--- src/rtl/audio_frame_capture_if.sv ---
// Sample input bus from the PDM decoder and RAM write bus to the frame RAMs.
// slave = capture controller side, master = producer/consumer side.
interface audio_frame_capture_if #(
  parameter int DATA_W = 16,
  parameter int OUT_W  = 8,
  parameter int ADDR_W = 10
);
  logic              sample_valid_i;
  logic [DATA_W-1:0] sample_i;
  logic              frame_active_o;
  logic              we_o;
  logic [ADDR_W-1:0] addr_o;
  logic [OUT_W-1:0]  dout_o;

  modport slave (
    input  sample_valid_i, sample_i,
    output frame_active_o, we_o, addr_o, dout_o
  );

  modport master (
    output sample_valid_i, sample_i,
    input  frame_active_o, we_o, addr_o, dout_o
  );
endinterface

--- src/rtl/audio_frame_capture.sv ---
// Audio frame capture: scale, decimate, trigger and write 2**ADDR_W samples.
// Ports: clk, reset_n, start/config inputs, bus (samples in, RAM out), busy_o, frame_done_o.
module audio_frame_capture #(
  parameter int DATA_W  = 16,
  parameter int OUT_W   = 8,
  parameter int ADDR_W  = 10,
  parameter int DECIM_W = 4
) (
  input  logic               clk,
  input  logic               reset_n,
  input  logic               start_i,
  input  logic [1:0]         mode_i,
  input  logic [DECIM_W-1:0] decim_i,
  input  logic [2:0]         shift_i,
  input  logic [OUT_W-1:0]   trig_level_i,
  audio_frame_capture_if.slave bus,
  output logic               busy_o,
  output logic               frame_done_o
);
  typedef enum logic [1:0] {IDLE, ARM, CAPTURE} state_t;

  localparam logic signed [OUT_W-1:0] S_MIN =
    {1'b1, {(OUT_W-1){1'b0}}};
  localparam logic signed [OUT_W-1:0] S_MAX =
    {1'b0, {(OUT_W-1){1'b1}}};
  localparam logic [ADDR_W-1:0] A_LAST = '1;

  state_t state_q, state_d;

  logic [1:0]               mode_q, mode_n;
  logic [DECIM_W-1:0]       decim_q, cnt_q;
  logic [2:0]               shift_q;
  logic signed [OUT_W-1:0]  level_q, prev_q;
  logic [ADDR_W-1:0]        ptr_q, ptr_d;
  logic                     done_q;

  logic signed [DATA_W-1:0] shifted;
  logic [DATA_W-OUT_W:0]    top;
  logic signed [OUT_W-1:0]  scaled;
  logic                     take, trig, wr, last;

  assign mode_n = (mode_i == 2'd3) ? 2'd0 : mode_i;

  always_comb begin
    shifted = $signed(bus.sample_i) >>> shift_q;
    top     = shifted[DATA_W-1:OUT_W-1];
    // Fits when all bits above the output sign bit match it.
    if (&top || ~|top)
      scaled = shifted[OUT_W-1:0];
    else if (shifted[DATA_W-1])
      scaled = S_MIN;
    else
      scaled = S_MAX;
  end

  always_comb begin
    take = bus.sample_valid_i && !start_i &&
           (state_q != IDLE) && (cnt_q == '0);
    trig = (state_q == ARM) && take &&
           (prev_q < level_q) && (scaled >= level_q);
    wr   = take && ((state_q == CAPTURE) || trig);
    last = wr && (ptr_q == A_LAST);
    ptr_d = ptr_q;
    if (start_i)
      ptr_d = '0;
    else if (wr)
      ptr_d = ptr_q + 1'b1;
  end

  always_comb begin
    state_d = state_q;
    if (start_i) begin
      state_d = (mode_n == 2'd2) ? ARM : CAPTURE;
    end else begin
      case (state_q)
        ARM:     if (trig) state_d = CAPTURE;
        CAPTURE: if (last)
                   state_d = (mode_q == 2'd1) ? CAPTURE : IDLE;
        default: state_d = state_q;
      endcase
    end
  end

  always_ff @(posedge clk or negedge reset_n) begin
    if (!reset_n)
      state_q <= IDLE;
    else
      state_q <= state_d;
  end

  always_ff @(posedge clk or negedge reset_n) begin
    if (!reset_n) begin
      mode_q  <= '0;
      decim_q <= '0;
      shift_q <= '0;
      level_q <= '0;
    end else if (start_i) begin
      mode_q  <= mode_n;
      decim_q <= decim_i;
      shift_q <= shift_i;
      level_q <= trig_level_i;
    end
  end

  always_ff @(posedge clk or negedge reset_n) begin
    if (!reset_n) begin
      cnt_q  <= '0;
      prev_q <= '0;
    end else if (start_i) begin
      cnt_q  <= '0;
      prev_q <= S_MIN;
    end else if (bus.sample_valid_i && state_q != IDLE) begin
      cnt_q <= (cnt_q == decim_q) ? '0 : cnt_q + 1'b1;
      if (take && state_q == ARM)
        prev_q <= scaled;
    end
  end

  // Between writes addr_o shows the next free address.
  always_ff @(posedge clk or negedge reset_n) begin
    if (!reset_n) begin
      ptr_q      <= '0;
      bus.we_o   <= 1'b0;
      bus.addr_o <= '0;
      bus.dout_o <= '0;
      done_q     <= 1'b0;
    end else begin
      ptr_q      <= ptr_d;
      bus.we_o   <= wr;
      bus.addr_o <= wr ? ptr_q : ptr_d;
      if (wr)
        bus.dout_o <= scaled;
      done_q     <= last;
    end
  end

  // A restart landing on the last write cancels the done pulse.
  assign frame_done_o       = done_q && !start_i;
  assign busy_o             = (state_q != IDLE);
  assign bus.frame_active_o = (state_q == CAPTURE) || bus.we_o;
endmodule

--- src/flat_wrapper.sv ---
// flat-port wrapper written by rule: the top's interface ports become plain ports
module audio_frame_capture_flat 
#(
  parameter int DATA_W  = 16,
  parameter int OUT_W   = 8,
  parameter int ADDR_W  = 10,
  parameter int DECIM_W = 4
)
  (clk, reset_n, start_i, mode_i, decim_i, shift_i, trig_level_i, busy_o, frame_done_o, bus_sample_valid_i, bus_sample_i, bus_frame_active_o, bus_we_o, bus_addr_o, bus_dout_o);
  audio_frame_capture_if #(.DATA_W(DATA_W), .OUT_W(OUT_W), .ADDR_W(ADDR_W)) bus_i ();
  input  logic clk;
  input  logic reset_n;
  input  logic start_i;
  input  logic [1:0] mode_i;
  input  logic [DECIM_W-1:0] decim_i;
  input  logic [2:0] shift_i;
  input  logic [OUT_W-1:0] trig_level_i;
  output logic busy_o;
  output logic frame_done_o;
  input wire logic [$bits(bus_i.sample_valid_i)-1:0] bus_sample_valid_i;
  input wire logic [$bits(bus_i.sample_i)-1:0] bus_sample_i;
  output wire logic [$bits(bus_i.frame_active_o)-1:0] bus_frame_active_o;
  output wire logic [$bits(bus_i.we_o)-1:0] bus_we_o;
  output wire logic [$bits(bus_i.addr_o)-1:0] bus_addr_o;
  output wire logic [$bits(bus_i.dout_o)-1:0] bus_dout_o;
  assign bus_i.sample_valid_i = bus_sample_valid_i;
  assign bus_i.sample_i = bus_sample_i;
  assign bus_frame_active_o = bus_i.frame_active_o;
  assign bus_we_o = bus_i.we_o;
  assign bus_addr_o = bus_i.addr_o;
  assign bus_dout_o = bus_i.dout_o;
  audio_frame_capture #(.DATA_W(DATA_W), .OUT_W(OUT_W), .ADDR_W(ADDR_W), .DECIM_W(DECIM_W)) u_core (.clk(clk), .reset_n(reset_n), .start_i(start_i), .mode_i(mode_i), .decim_i(decim_i), .shift_i(shift_i), .trig_level_i(trig_level_i), .bus(bus_i), .busy_o(busy_o), .frame_done_o(frame_done_o));
endmodule
--- config.mk ---
export PLATFORM = sky130hd
export DESIGN_NAME = audio_frame_capture_flat
export DESIGN_NICKNAME = d
export VERILOG_FILES = /design/src/rtl/audio_frame_capture_if.sv /design/src/rtl/audio_frame_capture.sv /design/src/flat_wrapper.sv
export SDC_FILE = /design/constraint.sdc
export NUM_CORES = 1
export LEC_CHECK = 0
export CORE_MARGIN = 2
export CORE_UTILIZATION = 54
export CTS_CLUSTER_DIAMETER = 60
export CTS_CLUSTER_SIZE = 10
export DETAILED_ROUTE_END_ITERATION = 12
export GPL_TIMING_DRIVEN = 0
export PLACE_DENSITY = 0.8
export SLEW_MARGIN = 20
export SYNTH_ARGS = -nofsm -noshare
export SYNTH_HDL_FRONTEND = slang
export SYNTH_SLANG_ARGS = --single-unit
--- constraint.sdc ---
create_clock -name clk -period 4.3 [get_ports clk]
set_input_delay 1.29 -clock clk [delete_from_list [all_inputs] [get_ports clk]]
set_output_delay 1.29 -clock clk [all_outputs]
set_load 0.005 [all_outputs]
Word level (Yosys, flattened, before mapping)
Index checks and enable logic that the tools add are counted.
{"block": "op_classes", "add_sub_neg": 2, "order_cmp": 2, "eq_ne": 9, "n_shift": 1, "muxes": 18, "reduce_logical": 24}
{"operator": "8-bit 2-to-1 mux", "n": 5}
{"operator": "10-bit 2-to-1 mux", "n": 3}
{"operator": "16-bit by 3-bit >>> shifter with 16-bit output", "n": 1}
{"operator": "2-bit 2-to-1 mux", "n": 6}
{"operator": "4-bit 2-to-1 mux", "n": 3}
{"operator": "10-bit by 1-bit adder with 10-bit output (second input constant)", "n": 1}
{"operator": "10-bit == test (second input constant)", "n": 1}
{"operator": "1-bit logical AND", "n": 10}
{"operator": "9-bit AND reduction", "n": 1}
{"operator": "9-bit OR reduction", "n": 1}
{"operator": "8-bit >= comparator", "n": 1}
{"operator": "8-bit < comparator", "n": 1}
{"operator": "2-bit == test (second input constant)", "n": 3}
{"operator": "3-bit by 2-bit != test with 1-bit output (second input constant)", "n": 2}
{"operator": "2-bit nonzero test", "n": 3}
{"operator": "4-bit by 1-bit adder with 4-bit output (second input constant)", "n": 1}
{"operator": "2-bit by 1-bit == test with 1-bit output (second input constant)", "n": 2}
{"operator": "4-bit == test", "n": 1}
{"operator": "4-bit logical NOT", "n": 1}
{"operator": "2-bit one-hot mux with 2 select lines", "n": 1}
{"operator": "1-bit logical OR", "n": 3}
{"operator": "3-bit AND reduction", "n": 1}
{"operator": "3-bit nonzero test", "n": 1}
{"operator": "1-bit logical NOT", "n": 2}
{"operator": "2-bit AND reduction", "n": 1}
{"block": "word_totals", "reg_bits": 61, "input_bits": 37, "output_inout_bits": 22, "word_cells": 68}

Logic depth before layout (Yosys ltp)
Gate-level depths: netlist (run 1).
{"block": "depth", "ltp_word": 13, "depth_mapped": 16, "ltp_nobuf": 13}

Worst setup path after synthesis (run 1)
OpenSTA, ideal clock, no wires.
{"block": "synth_path", "kind": "in2reg", "from": "in bus_sample_i[15]", "to": "reg u_core.bus.dout_o[1]", "setup_time_ns": 0.125, "arrival_time_ns": 4.239, "t_required_ns": 4.175, "setup_slack_ns": -0.064, "cell_stages": 14, "n_path_buf": 1, "cell_sequence": "buf_2 -> mux2i_1 -> mux4_2 -> o21bai_2 -> or4_1 -> a22oi_2 -> ha_1 -> o21ai_0 -> o21ai_0 -> a21oi_1 -> o31ai_2 -> nand2_1 -> inv_2 -> mux2_2"}
{"block": "synth_between", "elab_chain_len": 9, "elab_cells_between_ends": 11, "classes_between": "1 x order compare; 1 x shift; 2 x mux; 7 x reduce/logical"}
{"item": "from (decl)", "line_no": "flat_wrapper.sv:21", "source": "input wire logic [$bits(bus_i.sample_i)-1:0] bus_sample_i;"}
{"item": "16-bit by 3-bit >>> shifter with 16-bit output *", "line_no": "audio_frame_capture.sv:45", "source": "shifted = $signed(bus.sample_i) >>> shift_q;"}
{"item": "9-bit OR reduction", "line_no": "audio_frame_capture.sv:48", "source": "if (&top || ~|top)"}
{"item": "1-bit logical NOT", "line_no": "audio_frame_capture.sv:48"}
{"item": "1-bit logical OR", "line_no": "audio_frame_capture.sv:48"}
{"item": "8-bit 2-to-1 mux *", "line_no": "audio_frame_capture.sv:48"}
{"item": "net u_core.scaled[1]", "line_no": "audio_frame_capture.sv:39", "source": "logic signed [OUT_W-1:0] scaled;"}
{"item": "8-bit >= comparator *", "line_no": "audio_frame_capture.sv:60", "source": "(prev_q < level_q) && (scaled >= level_q);"}
{"item": "1-bit logical AND *", "line_no": "audio_frame_capture.sv:60"}
{"item": "1-bit logical OR *", "line_no": "audio_frame_capture.sv:61", "source": "wr = take && ((state_q == CAPTURE) || trig);"}
{"item": "1-bit logical AND *", "line_no": "audio_frame_capture.sv:61"}
{"item": "net u_core.wr", "line_no": "audio_frame_capture.sv:40", "source": "logic take, trig, wr, last;"}
{"item": "to (signal assigned)", "line_no": "audio_frame_capture.sv:132", "source": "bus.dout_o <= scaled;"}
{"item": "to (decl)", "line_no": "audio_frame_capture_if.sv:17", "source": "output frame_active_o, we_o, addr_o, dout_o"}
Mark *: on every way through the listed nets, which the timed path passes. The rest lies on a longest branch.
A chain may end at the register's enable or synchronous reset.

Worst setup path after layout (run 1)
{"block": "layout_path", "from": "in bus_sample_i[10]", "to": "reg u_core.ptr_q[7]"}
{"block": "layout_between", "elab_chain_len": 11, "elab_cells_between_ends": 13, "classes_between": "1 x order compare; 1 x shift; 4 x mux; 7 x reduce/logical"}
{"item": "16-bit by 3-bit >>> shifter with 16-bit output *", "line_no": "audio_frame_capture.sv:45"}
{"item": "9-bit OR reduction", "line_no": "audio_frame_capture.sv:48"}
{"item": "1-bit logical NOT", "line_no": "audio_frame_capture.sv:48"}
{"item": "1-bit logical OR", "line_no": "audio_frame_capture.sv:48"}
{"item": "8-bit 2-to-1 mux *", "line_no": "audio_frame_capture.sv:48"}
{"item": "net u_core.scaled[4]", "line_no": "audio_frame_capture.sv:39"}
{"item": "8-bit >= comparator *", "line_no": "audio_frame_capture.sv:60"}
{"item": "1-bit logical AND *", "line_no": "audio_frame_capture.sv:60"}
{"item": "1-bit logical OR *", "line_no": "audio_frame_capture.sv:61"}
{"item": "1-bit logical AND *", "line_no": "audio_frame_capture.sv:61"}
{"item": "10-bit 2-to-1 mux *", "line_no": "audio_frame_capture.sv:66", "source": "else if (wr)"}
{"item": "10-bit 2-to-1 mux *", "line_no": "audio_frame_capture.sv:64", "source": "if (start_i)"}
{"item": "net u_core.ptr_d[7]", "line_no": "audio_frame_capture.sv:34", "source": "logic [ADDR_W-1:0] ptr_q, ptr_d;"}
{"item": "to (signal assigned)", "line_no": "audio_frame_capture.sv:128", "source": "ptr_q <= ptr_d;"}
{"item": "to (decl)", "line_no": "audio_frame_capture.sv:34"}
Marked as above.

==> results of run 1 <==
## routing by layer
metal / GRT usage / vias to the layer above
met3: 0.05561 / 15
met4: 0.08671 / 0
li1: - / 1480
met2: 0.4298 / 107
met1: 0.3111 / 1544
met5: 0 / -
## layout by cell type (no fill, tap or decap), drive strengths merged, types with 5 or more instances in the layout
cell           synthesis  final
nand3                 10     10
nand2b                 9      9
or4                    8      8
mux4                   6      6
nor2b                 14     14
ha                    18     18
dlymetal6s2s           0      6
dfrtp                 61     61
and2b                  7      7
a21oi                 14     14
o31a                   5      5
mux2i                 27     27
nor2                  17     17
clkdlybuf4s50          0     42
inv                   19     19
mux2                  24     24
buf                   11     41
o31ai                  6      6
o21ai                 27     27
clkbuf                 9     20
a22oi                  6      6
nand2                 18     18
## path summary, 6_finish.rpt
check / cells after the start / start / endpoint
setup / recovery: 13 / bus_sample_i[10] / u_core.ptr_q[7]$_DFF_PN0_
hold / removal: 1 / u_core.bus.dout_o[7]$_DFFE_PN0P_ / u_core.bus.dout_o[7]$_DFFE_PN0P_
setup reg to reg: 15 / u_core.shift_q[2]$_DFFE_PN0P_ / u_core.ptr_q[7]$_DFF_PN0_
hold reg to reg: 1 / u_core.bus.dout_o[7]$_DFFE_PN0P_ / u_core.bus.dout_o[7]$_DFFE_PN0P_
max in group asynchronous: 2 / reset_n / u_core.shift_q[0]$_DFFE_PN0P_
min in group asynchronous: 1 / reset_n / u_core.prev_q[3]$_DFFE_PN0P_
## flip-flops by register name, summed over array words and instances (netlist names)
signal,cells
u_core.bus.addr_o,10
u_core.ptr_q,10
u_core.bus.dout_o,8
u_core.level_q,8
u_core.prev_q,8
u_core.cnt_q,4
u_core.decim_q,4
u_core.shift_q,3
u_core.mode_q,2
u_core.state_q,2
u_core.bus.we_o,1
u_core.done_q,1
## cells by family (layout without fill, tap and decap cells)
family	Yosys count	in the layout	synth area share
buf+inv	39	133	0.05762
simple gates	109	109	0.1650
compound gates	71	71	0.1294
fa+ha+maj	18	18	0.05927
flops	61	61	0.4017
xor+xnor	4	4	0.009219
mux	57	57	0.1778
## per-stage QoR
step                      area, um^2  total power, uW  worst slack, ns
after floorplan                 3871            913.6        0.0001732
after global placement          4552             1072          -0.8280
after detailed placement        4577             1088          -0.8832
after CTS                       4863             1557         0.007117
after global routing            5091             1658        0.0004690
final                           5091             1582          0.09904
## critical path: stages
cell and delay [ns]:
buf_4 0.13, mux2i_4 0.07, buf_4 0.13, mux4_2 0.56
or4_4 0.57, a22oi_2 0.19, ha_2 0.23, a21oi_1 0.06
o211ai_1 0.19, a21oi_2 0.09, o31a_1 0.31, nor3_1 0.24
mux2_2 0.36
## repair_timing
item / 4_1_cts / 5_1_grt
setup endpoints to repair: 22 / 20
cloned: 1 / 0
pin swaps: 18 / 22
gates resized for setup: 38 / 46
buffers inserted: 12 / 9
## power by group through the flow
stage	logic, uW	registers [uW]	clock network, uW
3_3_place_gp	406	666	0
5_1_grt	523	663	471
4_1_cts	451	657	450
3_5_place_dp	421	667	0
2_1_floorplan	250	664	0
6_report	485	657	440
## final cells by class
type	count	area, um^2
multi-input cells	259	2260
fillers	466	1703
well taps	96	120.1
flip-flops and latches	61	1526
clock inverters	5	27.53
inverters	19	76.32
plain buffers	20	161.4
clock buffers	10	137.6
repair buffers	79	782.0
==> results.tsv, run 1 <==
metric	value	unit
# port buffers	56	
flop2flop setup slack	0.53	ns
Fin Clk Skew	0.008978	ns
Final period util	0.9770	
clock sink total	61	
Fin Setup TNS	0	ns
CTS root buf	clkbuf_8	
area leader, netlist	dfrtp_1	
DRT met1 WL	3.902	mm
Syn Inst Count	359	
vias in the first global route	3095	
fmax	238.0	MHz
Int Pwr	1113	uW
fin nets	504	
Congestion Overflow GR	0	
gp weighted congestion	0.8930	
Finish-stage setup viols	0	
Synth top area share	0.4017	
Final Util	0.7494	
crit path capture type	flip-flop	
HP Class	flip-flop to flip-flop	
Worst-Margin Slew	0.9422	ns
synthesized cell area	3800	um^2
ANT nets after route	0	
DR WL met2	4.872	mm
WHS	0.5043	ns
n_diodes	0	
Flop pwr share	0.415	
worst-path maximum fanout	8	
H-tree depth	3	
count of final hold-check violations	0	
CP arrival	4.43	ns
Max Used Layer	met4	
clk buf depth	2	
min Tclk post-route	4.201	ns
Layout Cells excl Fill	549	
number of synthesized flops with an enable pin	0	
Core ar.	6794	um^2
Peak supply drop	217.7	uV
RSZ-0062 raised after global routing	no	
Slew HR	0.3665	
largest net degree at the start of global routing	53	
Lkg Pwr	0.002297	uW
#FFs+latches synth	61	
clock-pin transition on the worst setup and hold timing paths	0.07	ns
initial antenna violation count	0	
via count	3146	
pwr dens	310.7	nW/um^2
WL met3	463	um
DIE WIDTH	87.89	um
placed insts	512	
Critical Path Start Type	input pin	
YS warnings	0	
cell with the most instances after synthesis	dfrtp_1	
Mean Syn Cell Area	10.58	um^2
1st-iter DRT viols	130	
CTS tree	done	
Slew Viols, Final	0	
die height	87.89	um
GRT Total Usage	0.2499	
per-cell routed wire length	17.10	um
share of layout cells above drive strength 1	0.2892	
Syn Nets	414	
Clock Power Share	0.278	
NetSw	468.6	uW
synth top area cells	dfrtp_1 (40%), mux2i_1 (7.1%), ha_1 (5.9%)	
worst skew pair latency	0.34	ns
io pins	59	
Hold-fix buffers, CTS	0	
sequential area share after synthesis	0.4017	
synth unique cells	54	
Area growth, synth to finish	33.98	%
drt first pass iters	4	
drt drc	0	
Max Cap Violations	0	
DIE AREA	7724	um^2
Commonest cells post-synth	dfrtp_1 (61), mux2i_1 (27), o21ai_0 (24)	
vias per inst	5.730	
WL final	9.389	mm
Synth Flop Type	dfrtp_1	
power share of the combinational group	0.306	
Sw Share	0.2962	
asr flop ratio synth	1.000	
first-pass GRT wire length	14.68	mm
CP required	4.53	ns
WS Path Type	input pin to flip-flop	
Final HPWL DP	6.316	mm
status	finished clean	
row cnt	30	
cts bufs inserted	9	
Initial Utilization	0.5593	
No activity file was read; power rests on OpenSTA's default activity.
==> run 2, diff against run 1 <==
Settings changed: CORE_MARGIN 2 to unset, CTS_CLUSTER_DIAMETER 60 to unset.
Clock period 4.3 ns to 4.06 ns, I/O delays scaled along.
==> results.tsv, run 2 (synthesized netlist as in run 1, its figures left out) <==
metric	value	unit
pre-CTS WS	-1.015	ns
pwr dens	338.8	nW/um^2
placed insts	512	
GRT Total Usage	0.3081	
fmax	234.6	MHz
Hold-fix buffers, CTS	0	
commonest non-fill, non-tap cell in the layout	dfrtp_1	
Slew Viols, Final	0	
Area growth, synth to finish	40.07	%
first-pass GRT wire length	17.31	mm
io pins	59	
initial antenna violation count	0	
share of layout cells above drive strength 1	0.3241	
fillers	417	
Slew HR	0.4406	
RSZ-0062 raised after global routing	yes	
worst-path maximum fanout	8	
cts bufs inserted	9	
worst setup slack after layout	-0.2031	ns
vias in the first global route	3499	
largest net degree at the start of global routing	60	
vias per inst	6.145	
Worst R2R Start	u_core.shift_q[2]$_DFFE_PN0P_	
Crit. Startpoint	bus_sample_i[12]	
H-tree depth	3	
drt first pass iters	5	
CP arrival	4.49	ns
Critical Path Sink	u_core.ptr_q[7]$_DFF_PN0_	
Lkg Pwr	0.002370	uW
DIE WIDTH	85.89	um
DIE AREA	7376	um^2
per-cell routed wire length	20.42	um
n_diodes	0	
drt drc	0	
FF-to-FF path depth	13	
count of final hold-check violations	0	
hold wc startpoint	u_core.bus.dout_o[6]$_DFFE_PN0P_	
Final HPWL DP	6.460	mm
Finish-stage setup viols	18	
HP Class	flip-flop to flip-flop	
Max Cap Violations	0	
clk buf depth	2	
1st-iter DRT viols	280	
Peak supply drop	331.8	uV
CTS root buf	clkbuf_8	
Final period util	1.050	
Core ar.	6794	um^2
worst skew pair latency	0.35	ns
most frequent cells in the layout	dfrtp_1 (61), clkdlybuf4s50_1 (42), buf_4 (34)	
ANT nets after route	0	
Congestion Overflow GR	0	
WL final	11.54	mm
WS Path Type	input pin to flip-flop	
WHS	0.5112	ns
clock-pin transition on the worst setup and hold timing paths	0.07	ns
via count	3472	
Final Util	0.7834	
CP required	4.29	ns
placed inst area	4587	um^2
failing checks	negative setup slack	
Fin Clk Skew	0.008600	ns
Critical Path Start Type	input pin	
row cnt	30	
clock sink total	61	
Largest regs	u_core.bus.addr_o (10), u_core.ptr_q (10)	
flop2flop setup slack	0.12	ns
Layout Cells excl Fill	565	
status	complete, but fails checks	
crit path capture type	flip-flop	
Design Area, Final	5323	um^2
gp weighted congestion	0.8540	
Initial Utilization	0.5593	
Worst-Margin Slew	0.8283	ns
die height	85.89	um
fin nets	520	
CTS tree	done	
worst reg2reg path endpoint	u_core.ptr_q[7]$_DFF_PN0_	
# port buffers	56	
min Tclk post-route	4.263	ns
[run 2: how the worst min path moves through the flow]
stage | to | slack [ns] | cells past startpoint
2_1_floorplan | u_core.cnt_q[3]$_DFFE_PN0P_ | 0.49 | 1
3_5_place_dp | u_core.bus.dout_o[3]$_DFFE_PN0P_ | 0.49 | 1
5_1_grt | u_core.bus.dout_o[4]$_DFFE_PN0P_ | 0.54 | 1
6_report | u_core.bus.dout_o[6]$_DFFE_PN0P_ | 0.51 | 1
4_1_cts | u_core.bus.dout_o[3]$_DFFE_PN0P_ | 0.51 | 1
3_3_place_gp | u_core.bus.dout_o[6]$_DFFE_PN0P_ | 0.50 | 1
[run 2: timing repair]
| item | 4_1_cts | 5_1_grt |
|---|---|---|
| setup endpoints to repair | 23 | 20 |
| pin swaps | 26 | 8 |
| gates cloned | 1 | 0 |
| buffers inserted | 26 | 11 |
| gates resized for setup | 73 | 26 |
[run 2: power by group]
group	internal [uW]	total [uW]	switching [uW]	leakage, uW
logic	310	568	259	0.00148
clock network	296	536	240	0.0000992
registers	662	700	38.0	0.000792
total	1270	1800	536	0.00237
[run 2: cell type report]
type / instances / area [um^2] / area share
well taps: 96 / 120.1 / 0.02257
plain buffers: 20 / 168.9 / 0.03173
inverters: 19 / 83.83 / 0.01575
repair buffers: 95 / 924.6 / 0.1737
clock inverters: 4 / 48.80 / 0.009168
clock buffers: 11 / 141.4 / 0.02656
flip-flops and latches: 61 / 1526 / 0.2868
multi-input cells: 259 / 2308 / 0.4337
[run 2: routing by layer]
layer,vias up,wire (um),part of all wire,GRT usage
met4,0,474,0.041,0.1288
li1,1507,-,-,-
met5,-,0,0,0
met2,153,6054,0.52,0.5375
met3,57,643,0.056,0.07603
met1,1755,4366,0.38,0.3623
[run 2: through the flow]
stage                     power [uW]  TNS [ns]
after floorplan                969.7    -1.899
after global placement          1137    -27.23
after detailed placement        1156    -19.48
after CTS                       1737         0
after global routing            1877    -3.370
final                           1803    -3.045
[run 2: critical path, stage by stage]
cell and delay [ns]:
buf_12 0.10, mux2i_4 0.07, buf_6 0.12, mux4_2 0.58, or4_4 0.59, a22oi_2 0.22, ha_1 0.20, nand4_1 0.16
nor2_2 0.16, a21oi_2 0.11, o31a_1 0.34, nor3_1 0.24, mux2_2 0.37
